File: src/rtl/synapse_pkg.sv
// ============================================================================
// Module  : synapse_pkg
// Brief   : Shared defaults, weight-port FSM encoding and saturating clamp.
// Revision: 1.0
// ============================================================================
`default_nettype none

package synapse_pkg;

    localparam int c_N_IN_DEF        = 4;
    localparam int c_W_DEF           = 8;
    localparam int c_WEIGHT_W_DEF    = 8;
    localparam int c_DECAY_SHIFT_DEF = 2;

    typedef enum logic [0:0] {
        ST_IDLE   = 1'b0,
        ST_COMMIT = 1'b1
    } wt_state_t;

    // Saturate a signed value into the unsigned range [0, 2^w-1]; w must be < 31.
    function automatic logic [31:0] clamp_u(input logic signed [31:0] v, input int w);
        int limit;
        limit = (1 << w) - 1;
        if (v < 0)
            return 32'd0;
        else if (v > limit)
            return limit;
        else
            return v;
    endfunction

endpackage

`default_nettype wire

File: src/rtl/synapse_weight_rf.sv
// ============================================================================
// Module  : synapse_weight_rf
// Brief   : N_IN x WEIGHT_W weight register file, one write port, flat read.
// Revision: 1.0
// ============================================================================
`default_nettype none

module synapse_weight_rf
    import synapse_pkg::*;
#(
    parameter int N_IN     = c_N_IN_DEF,
    parameter int WEIGHT_W = c_WEIGHT_W_DEF,
    parameter int ADDR_W   = (N_IN > 1) ? $clog2(N_IN) : 1
) (
    input  logic                       clk,
    input  logic                       rst,
    input  logic                       i_we,
    input  logic [ADDR_W-1:0]          i_addr,
    input  logic [WEIGHT_W-1:0]        i_data,
    output logic [N_IN*WEIGHT_W-1:0]   o_weights
);

    logic [WEIGHT_W-1:0] r_w [N_IN];

    // Out-of-range addresses match no entry, so such writes are silently dropped.
    always_ff @(posedge clk or posedge rst) begin
        if (rst) begin
            for (int i = 0; i < N_IN; i++)
                r_w[i] <= '0;
        end else if (i_we) begin
            for (int i = 0; i < N_IN; i++)
                if (int'(i_addr) == i)
                    r_w[i] <= i_data;
        end
    end

    generate
        for (genvar g = 0; g < N_IN; g++) begin : g_flat
            assign o_weights[g*WEIGHT_W +: WEIGHT_W] = r_w[g];
        end
    endgenerate

endmodule

`default_nettype wire

File: src/rtl/synapse_current_gen.sv
// ============================================================================
// Module  : synapse_current_gen
// Brief   : Leaky, saturating accumulator of weighted spikes with a weight port.
// Revision: 1.0
// ============================================================================
`default_nettype none

module synapse_current_gen
    import synapse_pkg::*;
#(
    parameter int N_IN        = c_N_IN_DEF,
    parameter int W           = c_W_DEF,
    parameter int WEIGHT_W    = c_WEIGHT_W_DEF,
    parameter int DECAY_SHIFT = c_DECAY_SHIFT_DEF,
    parameter int ADDR_W      = (N_IN > 1) ? $clog2(N_IN) : 1
) (
    input  logic                 clk,
    input  logic                 rst,
    input  logic                 i_en,
    input  logic                 i_clr,
    input  logic [N_IN-1:0]      i_spike_in,
    input  logic                 i_wt_valid,
    output logic                 o_wt_ready,
    input  logic [ADDR_W-1:0]    i_wt_addr,
    input  logic [WEIGHT_W-1:0]  i_wt_data,
    output logic [W-1:0]         o_current_out,
    output logic                 o_sat
);

    localparam int c_SUM_W = WEIGHT_W + ADDR_W + 1;
    localparam int c_NXT_W = ((W > c_SUM_W) ? W : c_SUM_W) + 2;

    wt_state_t r_state;
    wt_state_t w_state_nxt;
    logic      w_accept;
    logic      w_ready;

    logic [N_IN*WEIGHT_W-1:0]   w_weights;
    logic signed [c_SUM_W-1:0]  w_sum;
    logic [W-1:0]               w_leak;
    logic signed [c_NXT_W-1:0]  w_nxt;
    logic [W-1:0]               w_clamp;
    logic                       w_ovf;

    logic [W-1:0] r_acc;
    logic         r_sat;

    always_ff @(posedge clk or posedge rst) begin
        if (rst)
            r_state <= ST_IDLE;
        else
            r_state <= w_state_nxt;
    end

    always_comb begin
        w_state_nxt = r_state;
        w_ready     = 1'b0;
        w_accept    = 1'b0;
        case (r_state)
            ST_IDLE: begin
                w_ready  = 1'b1;
                w_accept = i_wt_valid;
                if (i_wt_valid)
                    w_state_nxt = ST_COMMIT;
            end
            ST_COMMIT: w_state_nxt = ST_IDLE;
            default:   w_state_nxt = ST_IDLE;
        endcase
    end

    // The write lands on the accept edge, so the integrator sees the old weight there.
    synapse_weight_rf #(
        .N_IN     (N_IN),
        .WEIGHT_W (WEIGHT_W),
        .ADDR_W   (ADDR_W)
    ) u_rf (
        .clk       (clk),
        .rst       (rst),
        .i_we      (w_accept),
        .i_addr    (i_wt_addr),
        .i_data    (i_wt_data),
        .o_weights (w_weights)
    );

    always_comb begin
        w_sum = '0;
        for (int i = 0; i < N_IN; i++)
            if (i_spike_in[i])
                w_sum = w_sum + c_SUM_W'(signed'(w_weights[i*WEIGHT_W +: WEIGHT_W]));
    end

    // Minimum leak of 1 guarantees a nonzero accumulator always drains to zero.
    generate
        if (DECAY_SHIFT > 0) begin : g_leak
            logic [W-1:0] w_leak_raw;
            assign w_leak_raw = r_acc >> DECAY_SHIFT;
            assign w_leak = ((r_acc != '0) && (w_leak_raw == '0)) ? W'(1) : w_leak_raw;
        end else begin : g_no_leak
            assign w_leak = '0;
        end
    endgenerate

    assign w_nxt = $signed({{(c_NXT_W-W){1'b0}}, r_acc})
                 - $signed({{(c_NXT_W-W){1'b0}}, w_leak})
                 + $signed({{(c_NXT_W-c_SUM_W){w_sum[c_SUM_W-1]}}, w_sum});

    assign w_ovf   = (w_nxt < 0) || (w_nxt > $signed({{(c_NXT_W-W){1'b0}}, {W{1'b1}}}));
    assign w_clamp = W'(clamp_u({{(32-c_NXT_W){w_nxt[c_NXT_W-1]}}, w_nxt}, W));

    always_ff @(posedge clk or posedge rst) begin
        if (rst) begin
            r_acc <= '0;
            r_sat <= 1'b0;
        end else if (i_clr) begin
            r_acc <= '0;
            r_sat <= 1'b0;
        end else if (i_en) begin
            r_acc <= w_clamp;
            r_sat <= w_ovf;
        end else begin
            r_sat <= 1'b0;
        end
    end

    assign o_wt_ready    = w_ready;
    assign o_current_out = r_acc;
    assign o_sat         = r_sat;

endmodule

`default_nettype wire

File: config.mk
export PLATFORM = sky130hd
export DESIGN_NAME = synapse_current_gen
export DESIGN_NICKNAME = d
export VERILOG_FILES = /design/src/rtl/synapse_pkg.sv /design/src/rtl/synapse_weight_rf.sv /design/src/rtl/synapse_current_gen.sv
export SDC_FILE = /design/constraint.sdc
export NUM_CORES = 1
export LEC_CHECK = 0
export BUFFER_PORTS_ARGS = -buffer_cell sky130_fd_sc_hd__buf_2
export CAP_MARGIN = 20
export CORE_MARGIN = 1
export CORE_UTILIZATION = 40
export CTS_BUF_LIST = sky130_fd_sc_hd__clkbuf_16
export DETAILED_ROUTE_END_ITERATION = 8
export HOLD_SLACK_MARGIN = 0.06
export PLACE_DENSITY = 0.69
export REMOVE_ABC_BUFFERS = 1
export SYNTH_ARGS = -nofsm -noshare
export SYNTH_HDL_FRONTEND = slang
export SYNTH_SLANG_ARGS = --single-unit
File: constraint.sdc
create_clock -name clk -period 5.63 [get_ports clk]
set_input_delay 1.126 -clock clk [delete_from_list [all_inputs] [get_ports clk]]
set_output_delay 1.126 -clock clk [all_outputs]
set_load 0.03 [all_outputs]
### Word level (Yosys, flattened, before mapping)

Cells that the tools add are included.

| storage, ports and cells | value |
|---|---|
| register bits | 42 |
| input bits | 19 |
| output and inout bits | 10 |
| logic and storage cells | 44 |

| operators by class | value |
|---|---|
| $add $sub $neg | 5 |
| magnitude comparators | 3 |
| equality and inequality tests | 3 |
| muxes and demuxes | 15 |
| bitwise gates (word level) | 1 |
| reduce and logical (&&, ||, !) cells | 10 |

Operators with widths:

| cell | number |
|---|---|
| 11-bit 2-to-1 mux | 4 |
| 11-bit by 8-bit adder with 11-bit output | 3 |
| 8-bit 2-to-1 mux | 4 |
| 12-bit by 9-bit greater-than comparator with 1-bit output, second input constant | 2 |
| 9-bit by 11-bit adder with 12-bit output | 1 |
| 12-bit by 1-bit < comparator with 1-bit output, second input constant | 1 |
| 8-bit by 6-bit subtractor with 9-bit output | 1 |
| 8-bit logical NOT | 1 |
| 2-bit AND reduction | 4 |
| 8-bit nonzero test | 1 |
| 6-bit 2-to-1 mux | 1 |
| 1-bit 2-to-1 mux | 5 |
| 2-bit == test, second input constant | 2 |
| 2-bit by 1-bit == test with 1-bit output, second input constant | 1 |
| 2-bit logical NOT | 1 |
| 1-bit case mux with 2 select lines | 1 |
| 2-bit nonzero test | 1 |
| 1-bit logical AND | 1 |
| 1-bit logical OR | 1 |
| 1-bit inverter | 1 |

### Longest topological paths before layout

| logic depth | value |
|---|---|
| word-level depth | 13 |
| mapped depth | 30 |
| gate-level depth less buffers | 29 |

### By module

Synthesis repeated with hierarchy kept, for this count alone.

| second synthesis, totals | value |
|---|---|
| cell total of the unflattened synthesis | 419 |
| area, all modules | 3976.3 µm² |

Modules (own cells, without submodules):

| module | instances | cells each | area an instance (µm²) | seq. area each (µm²) |
|---|---|---|---|---|
| synapse_current_gen | 1 | 350 | 2760.1 | 250.2 |
| synapse_weight_rf | 1 | 69 | 1216.2 | 800.8 |

### Least setup slack after synthesis

OpenSTA, ideal clock, no wires.

| timing | value |
|---|---|
| kind | input -> register |
| from | input port i_spike_in[0] |
| to | register r_acc[2], in the netlist o_current_out[2] |
| library setup time | 0.135 ns |
| arrival | 6.939 ns |
| required time | 5.495 ns |
| setup slack | -1.444 ns |
| stages | 29 |
| path buffers | 1 |
| cells stage by stage | buf_6 > and2_2 > ha_1 > fa_1 > a21o_1 > maj3_2 > maj3_2 > and4b_1 > or3_4 > ha_1 > o21ai_0 > nand2b_1 > a21boi_0 > nand4_1 > and3_1 > o21ai_0 > nand2_1 > ha_1 > a21o_1 > a41oi_1 > xnor2_1 > nand2_1 > xor3_1 > ha_1 > a211oi_1 > a21boi_0 > mux2_2 > o31ai_1 > a21oi_1 |

| on the way | value |
|---|---|
| cells in the longest elaborated chain, start to end | 13 |
| elaborated cells between the ends (all ways) | 14 |
| those cells by class | 4 x add/sub; 2 x order compare; 8 x mux |

RTL lines:

| item | line | text |
|---|---|---|
| start: declaration | synapse_current_gen.sv:21 | `input logic [N_IN-1:0] i_spike_in,` |
| 11-bit 2-to-1 mux (*) | synapse_current_gen.sv:88 | `if (i_spike_in[i])` |
| 11-bit by 8-bit adder with 11-bit output | synapse_current_gen.sv:89 | `w_sum = w_sum + c_SUM_W'(signed'(w_weights[i*WEIGHT_W +: WEIGHT_W]));` |
| 11-bit 2-to-1 mux (*) | synapse_current_gen.sv:88 |  |
| 11-bit by 8-bit adder with 11-bit output | synapse_current_gen.sv:89 |  |
| 11-bit 2-to-1 mux (*) | synapse_current_gen.sv:88 |  |
| 11-bit by 8-bit adder with 11-bit output | synapse_current_gen.sv:89 |  |
| 11-bit 2-to-1 mux (*) | synapse_current_gen.sv:88 |  |
| 9-bit by 11-bit adder with 12-bit output (*) | synapse_current_gen.sv:105 | `+ $signed({{(c_NXT_W-c_SUM_W){w_sum[c_SUM_W-1]}}, w_sum});` |
| 12-bit by 9-bit greater-than comparator with 1-bit output | synapse_pkg.sv:26 | `else if (v > limit)` |
| 8-bit 2-to-1 mux | synapse_pkg.sv:26 |  |
| 8-bit 2-to-1 mux (*) | synapse_pkg.sv:24 | `if (v < 0)` |
| 8-bit 2-to-1 mux (*) | synapse_current_gen.sv:117 | `end else if (i_en) begin` |
| 8-bit 2-to-1 mux (*) | synapse_current_gen.sv:114 | `end else if (i_clr) begin` |
| end signal: assignment | synapse_current_gen.sv:118 | `r_acc <= w_clamp;` |
| end: declaration | synapse_current_gen.sv:45 | `logic [W-1:0] r_acc;` |

Every way passes the cells marked *; elsewhere a longest branch is shown, timed or not. The select of a mux whose other input is x is not followed.
A chain may end at the register's enable or synchronous reset.

### Worst setup path after layout

Ends and elaborated chain as after synthesis.

==> out/results.ini <==
[critical_path]
max_stage_delay_ps=400
setup.worst_path.end_class=flip-flop
path_delay_family=adder cells
cp_slowest_cell=or3_4
critPathBufInv=2
critPathMostFrequentCell=ha_4
cp.required_ps=5810
reg2reg_slack_ps=-540
path_class=input pin to flip-flop
timing.critical_path.fanout_max=7
cp-start-kind=input pin
cp.arrival_ps=6870

[timing]
final_min_period_over_clock_period_pct=119
timing.slew.headroom_pct=46.4
grt_setup_unrepaired=true
whs_ps=486
finalHoldViolations=0
slew_violations=0
fmaxAchievable_mhz=149
total_of_endpoints_with_negative_setup_slack_in_the_final_report=9
setup_ws_ps=-1060
timing.final.crit_period_ps=6690
skew_ps=5.93
tightestPinTransition_ps=801

[logic_synthesis]
synth-compound-area-share_pct=19.9
synth_area_per_cell_um2=9.30
post_synth_mux_area_share_pct=13.5
synth_cell_type_count=61
yosys_register_bits=42
synth-simple-area-share_pct=13.5
synth.most_common_cell=mux2_2
synth_sequential_area_ratio_pct=26.3
post_synth_xor_area_fraction_pct=6.73
post_synth_adder_cell_area_pct=16.5
post_synth_instance_area_um2=4000
postSynth.asyncResetShare_pct=100
dominant_synthesized_flop_cell=dfrtp_1
synthDominantCellAreaShare_pct=26.3
synthesis.yosys.warnings=0
dominant_combinational_cell_family_by_area_after_synthesis=compound AO/OA/AOI/OAI gates
yosysTopAreaCell=dfrtp_1
ys_top_cells_by_area=dfrtp_1, ha_1, mux2_2
synthTopCellsByCount=mux2_2, ha_1, dfrtp_1
synthCells=430
synth_enable_flop_cells=0

[floorplan]
pin_count=29
row_count=36
dieArea_um2=10400
die_width_um=102
die_height_um=102
core_area_um2=9730
start_util_pct=41.1

[clock_network]
path_clk_slew_ps=70
cts_made_buffers=5
clock_tree_from_tritoncts=yes
tritoncts_num_sinks=42
cts_root_buf=clkbuf_16
clock_latency_ps=290
cts-htree-levels=2
max-clock-path-buffers=2

[drt]
total_via_count_after_detailed_routing=3713
antenna_left=0
first_iter_violations=94
detail_route.first_pass.iterations=4
drt-vias-per-instance=5.35
wirelength_um=10700
wl_per_cell_um=15.5
post-route-drc-count=0

[finish]
final-seq-area_um2=1050
area_of_combinational_cells_with_multiple_inputs_um2=3140
post_route_cells_drive_above_1_share_pct=42.8
antenna-diode-count=0
layout.nets=627
synthToLayoutAreaGrowth_pct=38.7
filler_cell_count=842

[global_route]
pin_count_of_the_biggest_net_entering_global_routing=43
grt_remaining_overflow=0
first_global_vias=3879
antenna_violations_before_repair=0
wire_length_of_the_first_global_routing_pass_um=17600
gr-usage-all-layers_pct=21.5

[placement]
dpl.hpwl_um=7840
numPortBuffers=28
gpl.final_weighted_congestion=0.881

[run]
count_of_maximum_capacitance_violations=0

[run_status]
failed_checks=setup timing
result_of_the_run=finished with violations

[min_path]
holdCritPathClass=flip-flop to flip-flop

==> logic make-up after synthesis <==
logic type,count (synthesis)
compound gates,120
xor+xnor,29
fa+ha+maj,50
buf+inv,34
flops,42
mux,48
simple gates,107
==> per-layer routing <==
layer / wire (um) / up-vias / GRT usage [%] / share of wire (%)
li1: - / 1840 / - / -
met3: 230 / 20 / 2.46 / 2.1
met4: 218 / 0 / 6.59 / 2.0
met1: 4700 / 1786 / 24.9 / 44
met2: 5580 / 67 / 41.1 / 52
met5: 0 / - / 0 / 0
==> layout make-up <==
cell class | count | share of cell area (%)
Clock buffer | 5 | 2.25
Timing Repair Buffer | 132 | 17.1
Sequential cell | 42 | 18.9
Inverter | 25 | 1.69
Clock inverter | 3 | 0.451
Tap cell | 133 | 3.00
Multi-Input combinational cell | 354 | 56.5
==> final timing paths <==
| kind | cells after the start | from | to |
|---|---|---|---|
| setup / recovery | 29 | i_spike_in[0] | o_current_out[2] |
| hold / removal | 1 | r_state | r_state |
| setup reg to reg | 28 | u_rf.o_weights[0] | o_current_out[2] |
| hold reg to reg | 1 | r_state | r_state |
| max in group asynchronous | 3 | rst | u_rf.o_weights[13] |
| min in group asynchronous | 3 | rst | o_current_out[2] |
==> registers in the layout, indices dropped and copies added, names as in the netlist <==
register / count
o_current_out: 8
u_rf.o_weights: 32
r_state: 1
o_sat: 1
==> cells in the final DEF, fill, tap and decap left out, types with 7 or more instances in the layout <==
master,Yosys,layout
nand3_1,7,7
nor2_1,27,26
a21oi_1,32,27
nand2b_1,7,7
inv_1,25,24
xor2_1,8,8
ha_4,0,9
dfrtp_1,42,42
nand2_1,28,26
ha_1,43,32
o21a_1,9,7
o21ai_0,18,12
buf_4,0,100
buf_2,0,27
mux2_2,44,41
a21o_1,14,14
xnor2_1,20,18
==> through the flow <==
| stage | TNS, ps | instances | cell area, um^2 | setup slack (ps) | utilization [%] |
|---|---|---|---|---|---|
| 5_1_grt | -11350 | 694 | 5550 | -1300 | 57.0 |
| 6_report | -9150 | 694 | 5550 | -1060 | 57.0 |
| 3_5_place_dp | -16420 | 672 | 4930 | -1890 | 50.7 |
| 4_1_cts | -7970 | 690 | 5420 | -927 | 55.7 |
| 3_3_place_gp | -14830 | 672 | 4930 | -1690 | 50.7 |
| 2_1_floorplan | -11270 | 421 | 3950 | -1320 | - |
==> repair_timing <==
item	CTS	global route
buffers inserted	10	4
resized for setup	52	18
hold buffers	0	0
pin swaps	41	9
setup endpoints to repair	9	9
Power is left out: the tool's default activity adds up to more than one toggle a clock period on the data nets, which glitch-free logic cannot reach.
